File: src/rtl/fetch_pkg.sv
// Shared types for the instruction fetch stage: FSM states, queue entry layout, NOP encoding.
package fetch_pkg;
  typedef enum logic [1:0] {
    S_FETCH = 2'd0,
    S_DRAIN = 2'd1,
    S_HALT  = 2'd2
  } fetch_state_e;

  typedef struct packed {
    logic [31:0] pc;
    logic [31:0] instr;
    logic        misaligned;
  } fetch_entry_t;

  localparam logic [31:0] NOP = 32'h0000_0013;
endpackage

File: src/rtl/fetch_queue.sv
// Synchronous FIFO in front of decode; flush empties it and may load one entry in the same edge.
module fetch_queue #(
  parameter int W     = 65,
  parameter int DEPTH = 2,
  localparam int AW   = $clog2(DEPTH),
  localparam int CW   = AW + 1
) (
  input  logic          clk,
  input  logic          rst_n,
  input  logic          flush,
  input  logic          push,
  input  logic [W-1:0]  push_data,
  input  logic          pop,
  output logic [W-1:0]  head,
  output logic [CW-1:0] count
);
  logic [W-1:0]  mem [DEPTH];
  logic [AW-1:0] rd_ptr, wr_ptr;

  always_ff @(posedge clk or negedge rst_n) begin
    if (!rst_n) begin
      rd_ptr <= '0;
      wr_ptr <= '0;
      count  <= '0;
      for (int i = 0; i < DEPTH; i++) mem[i] <= '0;
    end else if (flush) begin
      // a flush can carry a single replacement entry (the misaligned marker)
      rd_ptr <= '0;
      wr_ptr <= AW'(push);
      count  <= CW'(push);
      if (push) mem[0] <= push_data;
    end else begin
      if (push) begin
        mem[wr_ptr] <= push_data;
        wr_ptr      <= wr_ptr + AW'(1);
      end
      if (pop) rd_ptr <= rd_ptr + AW'(1);
      count <= count + CW'(push) - CW'(pop);
    end
  end

  assign head = mem[rd_ptr];
endmodule

File: src/rtl/instr_fetch_unit.sv
// Fetch stage: PC generation, busywait imem requests, decoupling queue to decode.
// Optional FETCH_MISALIGN_TRAP_EN: misaligned redirect targets become a queue marker and halt fetch.
module instr_fetch_unit
  import fetch_pkg::*;
#(
  parameter int              XLEN         = 32,
  parameter logic [XLEN-1:0] RESET_VECTOR = '0,
  parameter int              QUEUE_DEPTH  = 2
) (
  input  logic            CLK,
  input  logic            RESET,
  output logic            imem_read,
  output logic [XLEN-1:0] imem_address,
  input  logic [XLEN-1:0] imem_readdata,
  input  logic            imem_busywait,
  input  logic            dmem_busywait,
  input  logic            redirect_valid,
  input  logic [XLEN-1:0] redirect_pc,
  input  logic            id_ready,
  output logic            if_valid,
  output logic [XLEN-1:0] if_pc,
  output logic [XLEN-1:0] if_pc_plus4,
  output logic [XLEN-1:0] if_instr,
  output logic            if_misaligned
);
  localparam int EW = 2 * XLEN + 1;
  localparam int CW = $clog2(QUEUE_DEPTH) + 1;

  fetch_state_e    state;
  logic [XLEN-1:0] next_pc, req_addr, tgt;
  logic            tgt_mis, next_mis, in_flight, done, push, pop;
  logic [EW-1:0]   push_data, head;
  logic [CW-1:0]   count;

`ifdef FETCH_MISALIGN_TRAP_EN
  assign tgt      = redirect_pc;
  assign tgt_mis  = |redirect_pc[1:0];
  assign next_mis = |next_pc[1:0];
`else
  assign tgt      = redirect_pc & ~XLEN'(3);
  assign tgt_mis  = 1'b0;
  assign next_mis = 1'b0;
`endif

  // reset gates the request combinationally so an abandoned request drops at once
  assign imem_read    = RESET && ((state == S_FETCH && count < CW'(QUEUE_DEPTH)) ||
                                  state == S_DRAIN);
  assign imem_address = req_addr;
  assign in_flight    = imem_read & imem_busywait;
  assign done         = imem_read & ~imem_busywait;

  assign push      = redirect_valid ? tgt_mis : (done && state == S_FETCH);
  assign push_data = redirect_valid ? {tgt, {XLEN{1'b0}}, 1'b1}
                                    : {req_addr, imem_readdata, 1'b0};
  assign pop       = if_valid & id_ready & ~dmem_busywait & ~redirect_valid;

  always_ff @(posedge CLK or negedge RESET) begin
    if (!RESET) begin
      state    <= S_FETCH;
      next_pc  <= RESET_VECTOR;
      req_addr <= RESET_VECTOR;
    end else if (redirect_valid) begin
      next_pc <= tgt;
      if (in_flight) begin
        state <= S_DRAIN;
      end else begin
        req_addr <= tgt;
        state    <= tgt_mis ? S_HALT : S_FETCH;
      end
    end else begin
      case (state)
        S_FETCH: if (done) begin
          next_pc  <= next_pc + XLEN'(4);
          req_addr <= next_pc + XLEN'(4);
        end
        // held address completes with stale data; then switch to the redirect target
        S_DRAIN: if (done) begin
          req_addr <= next_pc;
          state    <= next_mis ? S_HALT : S_FETCH;
        end
        S_HALT:  state <= S_HALT;
        default: state <= S_FETCH;
      endcase
    end
  end

  fetch_queue #(.W(EW), .DEPTH(QUEUE_DEPTH)) u_queue (
    .clk       (CLK),
    .rst_n     (RESET),
    .flush     (redirect_valid),
    .push      (push),
    .push_data (push_data),
    .pop       (pop),
    .head      (head),
    .count     (count)
  );

  assign if_valid      = (count != '0);
  assign if_pc         = if_valid ? head[EW-1 -: XLEN] : '0;
  assign if_pc_plus4   = if_valid ? head[EW-1 -: XLEN] + XLEN'(4) : '0;
  assign if_instr      = if_valid ? head[XLEN:1] : '0;
  assign if_misaligned = if_valid & head[0];
endmodule

File: config.mk
export PLATFORM = sky130hd
export DESIGN_NAME = instr_fetch_unit
export DESIGN_NICKNAME = d
export VERILOG_FILES = /design/src/rtl/fetch_pkg.sv /design/src/rtl/fetch_queue.sv /design/src/rtl/instr_fetch_unit.sv
export SDC_FILE = /design/constraint.sdc
export NUM_CORES = 1
export LEC_CHECK = 0
export CORE_ASPECT_RATIO = 1.2
export CORE_MARGIN = 3
export CORE_UTILIZATION = 53
export DETAILED_ROUTE_END_ITERATION = 10
export GPL_TIMING_DRIVEN = 1
export PLACE_DENSITY = 0.81
export SYNTH_ARGS = -nofsm -noshare
export SYNTH_HDL_FRONTEND = slang
export SYNTH_SLANG_ARGS = --single-unit
File: constraint.sdc
create_clock -name CLK -period 5.3 [get_ports CLK]
set_input_delay 1.325 -clock CLK [delete_from_list [all_inputs] [get_ports CLK]]
set_output_delay 1.325 -clock CLK [all_outputs]
set_load 0.02 [all_outputs]
After elaboration in Yosys (flattened, before gate mapping)

Index checks and enable logic that the tools add are counted.

$mul: 0
Shifts and indexed selects: 0
Div/mod/pow operators: 0
Bitwise gates (word level): 11
Eq/ne operators: 6
Multiplexer cells: 30
Add/subtract/negate cells: 6
Reduce and logical (&&, ||, !) cells: 16
Magnitude comparators: 4

Operators by type and width:

| operator                                                         | count |
|---|---|
| 65-bit 2-to-1 mux                                                | 7 |
| 32-bit 2-to-1 mux                                                | 9 |
| 130-bit bitwise mux                                              | 1 |
| 130-bit 2-to-1 mux                                               | 1 |
| 65-bit demux with 1-bit select                                   | 1 |
| 32-bit by 3-bit adder with 32-bit output (second input constant) | 2 |
| 32-bit one-hot mux with 2 select lines                           | 1 |
| 2-bit nonzero test                                               | 5 |
| 1-bit AND                                                        | 6 |
| 1-bit 2-to-1 mux                                                 | 6 |
| 2-bit 2-to-1 mux                                                 | 3 |
| 3-bit inequality test (second input constant)                    | 2 |
| 2-bit one-hot mux with 3 select lines                            | 1 |
| 2-bit AND reduction                                              | 3 |
| 2-bit greater-or-equal comparator (second input constant)        | 2 |
| 1-bit logical AND                                                | 4 |
| 2-bit inequality test (second input constant)                    | 2 |
| 1-bit NOT with 2-bit output                                      | 2 |
| 4-bit AND reduction                                              | 1 |
| 1-bit NOT                                                        | 3 |
| 3-bit nonzero test                                               | 1 |
| 1-bit adder (second input constant)                              | 2 |
| 2-bit by 1-bit adder with 2-bit output                           | 1 |
| 2-bit by 1-bit == test with 1-bit output (second input constant) | 1 |
| 6 further kinds                                                  | 6 |

Bits in registers: 200
ROM bits: 0
Latch bits: 0
Memories kept: 0
Word-level logic and storage cells: 81
RAM bits: 0

Longest topological paths before layout

Depth in word-level cells: 10
Depth in mapped cells: 10
Depth with buffers taken out: 8

By module

From an unflattened synthesis, not the netlist that was laid out.

Cells, all modules: 1060
Area, all modules: 11683.7 um^2

Modules (own cells, without submodules):

| module           | cells an instance | times used | area an instance (um^2) |
|---|---|---|---|
| fetch_queue      | 364               | 1          | 6267.3 |
| instr_fetch_unit | 696               | 1          | 5416.4 |

Worst setup path after synthesis

OpenSTA, ideal clock, no wires.

Kind: reg-to-output
Start: register u_queue.rd_ptr
End: output port if_pc_plus4[30]
Cell stages (with the launch flop): 10
Slack: 0.686 ns
Data required time: 3.975 ns
Arrival time: 3.289 ns
Path through: dfrtp_1 > buf_2 > buf_2 > buf_1 > mux2_2 > ha_1 > inv_1 > a211oi_1 > nand4_1 > o41ai_1

Word-level cells in the longest chain between the ends: 6

Ends and longest elaborated chain:

| what                                                  | line                    | text |
|---|---|---|
| start: declaration                                    | fetch_queue.sv:18       | `logic [AW-1:0] rd_ptr, wr_ptr;` |
| start signal: assignment                              | fetch_queue.sv:37       | `if (pop) rd_ptr <= rd_ptr + AW'(1);` |
| 1-bit NOT with 2-bit output (implied by the code)     | fetch_queue.sv:42       | `assign head = mem[rd_ptr];` |
| 65-bit 2-to-1 mux (implied by the code) (3 in series) | fetch_queue.sv:42       |  |
| 32-bit by 3-bit adder with 32-bit output              | instr_fetch_unit.sv:100 | `assign if_pc_plus4 = if_valid ? head[EW-1 -: XLEN] + XLEN'(4) : '0;` |
| 32-bit 2-to-1 mux                                     | instr_fetch_unit.sv:100 |  |
| end: declaration                                      | instr_fetch_unit.sv:22  | `output logic [XLEN-1:0] if_pc_plus4,` |

No other way between the ends. The select of a mux whose other input is x is not followed.

Final worst setup path

Start: register u_queue.rd_ptr
End: output port if_pc_plus4[31]

The elaborated chain is that of the path after synthesis.

==> reports/metrics.cfg <==
[status]
outcome = finished, final reports clean

[synth]
synth_common_cells = 195 x dfrtp_1, 135 x mux2_2, 112 x nor2_1, 67 x mux2i_1, 58 x nand2_1
synth_area_leaders = dfrtp_1 47%, mux2_2 15%, mux2i_1 6.5%
syn_nets = 1034
ys_types = 54
synthFlopType = dfrtp_1
yosysSeqAreaShare = 0.471
syn_area_per_cell_um2 = 10.8
yosys.area.top_type = dfrtp_1
synthArstFlopShare = 1.00
syn_inst = 960
syn_area_um2 = 10400
yosys_warnings = 0
synth_most_common_cell = dfrtp_1
synth_edf_count = 0
yosys.area.top_type_share = 0.471
synth-seq-cells = 195

[clocking]
hold_buffers = 0
cts_tree = yes
clk_path_buf_depth = 2
htreeDepth = 4
numClockSinks = 195
postCtsSetupBuffers = 0
cts.clk_slew.worst_paths_ps = 70
cts_buffers = 17
post_cts_resized = 0
clk_latency_ps = 430
root_buffer = clkbuf_16

[timing]
rsz0062_at_grt = false
hold-worst-slack_ps = 489
skew_ps = 13.3
post-route-period-util = 0.928
hold_viol = 0
min_period_ps = 4920
clock.fmax_ghz = 0.203
relSlewSlack = 0.155
slew_viol_final = 0
worst_pin_slew_ps = 1260
final.setup.tns_ps = 0
finalSetupViolCount = 0
fin_ws_ps = 380

[placement]
dp_hpwl_um = 17900
gp_congestion = 0.878
post-place-ws_ps = 823
portBuffers = 198
placed_cells = 1367

[detailed_routing]
viasPerCell = 5.70
drt_iter0_markers = 426
wl_um = 25200
vias = 7977
wire_per_inst_um = 18.0
firstDrtPassIters = 5
drc = 0
ant_nets = 0

[cells_and_area]
nFillCells = 1471
fin_nets = 1204
area_growth_pct = 26.1
fin_cells = 1399
drive_gt1_frac = 0.168
antennaDiodeCount = 0

[pwr]
finalPower_w = 0.00458
p_per_area_nw_per_um2 = 350
peakVddDrop_mv = 0.266
p_leak_nw = 5.18

[setup_path]
cp.required_ps = 3970
cp-start-kind = flip-flop
path_max_fanout = 24
crit_type = flip-flop to output port
critPathArrivalTime_ps = 3600
endpoint_kind = output port

[run]
maxCapViolCount = 0

[floorplanning]
core_area_um2 = 19100
ioPinCount = 201
start_util = 0.544
die_area_um2 = 21300
die_x_um = 134
fp.dieH_um = 159
rows = 55

[global_route]
antenna_found_initial = 0
grt_pass1_wl_um = 41600
grtUsageTotal = 0.241
grt_pass1_vias = 8087
overflow = 0
grt_max_degree = 83

[worst_hold_path]
holdCritPathClass = flip-flop to flip-flop

where the power goes:
group	switching (W)	internal [W]	leakage, nW
combinational	0.000580	0.000625	2.50
sequential	0.000271	0.00183	2.41
clock	0.000579	0.000693	0.268
area by class of cell:
cell class | instances | area [µm²] | area share
well taps | 256 | 320 | 0.0245
multi-input cells | 693 | 5140 | 0.393
repair buffers | 213 | 2110 | 0.161
clock inverters | 12 | 119 | 0.00909
inverters | 10 | 37.5 | 0.00287
clock buffers | 20 | 467 | 0.0357
flip-flops and latches | 195 | 4880 | 0.373
per-layer routing:
layer	vias up	routed length [µm]	track usage
met5	-	0	0
met4	0	490	0.0650
met3	39	1520	0.0496
met2	287	12300	0.398
met1	3914	10900	0.324
li1	3737	-	-
cells by family (layout without fill, tap and decap cells):
logic type,count (synthesis),after routing,synth area share
and+or+nand+nor,310,310,0.149
muxes,210,210,0.220
DFF,195,195,0.471
AOI/OAI and AO/OA,98,98,0.0609
buffers and inverters,72,255,0.0347
xor gates and xnor gates,71,71,0.0600
adders and majority gates,4,4,0.00483
sequential cells by signal, indices dropped and copies added (netlist names):
name            count
imem_address       31
u_queue.mem       128
next_pc            30
u_queue.rd_ptr      1
u_queue.count       2
u_queue.wr_ptr      1
state               2
worst max-delay path, stage by stage, from the launching register on:
cell and delay, ps:
dfrtp_4 650, buf_4 420, nand4_1 180, a21oi_1 410
nand4_1 160, buf_4 220, nor4_1 210, mux2_2 370
clkdlybuf4s50_1 540
layout by cell type, fill, tap and decap left out, drive strengths merged, types with 5 or more instances in the layout:
| master | instances |
|---|---|
| o21ai | 25 |
| nand4 | 23 |
| a21boi | 10 |
| a31oi | 7 |
| and2 | 13 |
| clkinvlp | 6 |
| o31ai | 10 |
| xnor2 | 45 |
| mux2i | 67 |
| a211oi | 5 |
| clkdlybuf4s50 | 197 |
| and3 | 5 |
| nor4 | 13 |
| dfrtp | 195 |
| a21oi | 19 |
| inv | 13 |
| nand2 | 59 |
| nand3 | 23 |
| o221ai | 8 |
| clkbuf | 21 |
| mux2 | 143 |
| nand2b | 12 |
| nor3 | 21 |
| nor2 | 113 |
| xor2 | 26 |
| buf | 15 |
metrics by stage:
stage                     cell area, µm²   util
final                              13100  0.686
after global routing               13100  0.686
after detailed placement           12500  0.655
after global placement             12500  0.655
after floorplan                    10400      -
after CTS                          13100  0.686
worst paths after layout:
check | cells past startpoint | slack, ps | startpoint | end
worst max-delay path | 8 | 380 | u_queue.rd_ptr$_DFFE_PN0P_ | if_pc_plus4[31]
max in group asynchronous | 4 | 2010 | RESET | u_queue.mem[68]$_DFFE_PN0P_
worst min register to register | 1 | 490 | u_queue.mem[0]$_DFFE_PN0P_ | u_queue.mem[0]$_DFFE_PN0P_
min in group asynchronous | 2 | 1090 | RESET | next_pc[16]$_DFFE_PN0P_
worst min-delay path | 1 | 490 | u_queue.mem[0]$_DFFE_PN0P_ | u_queue.mem[0]$_DFFE_PN0P_
worst max register to register | 5 | 2370 | next_pc[7]$_DFFE_PN0P_ | imem_address[19]$_DFFE_PN0P_
No activity file was read; power rests on OpenSTA's default activity.
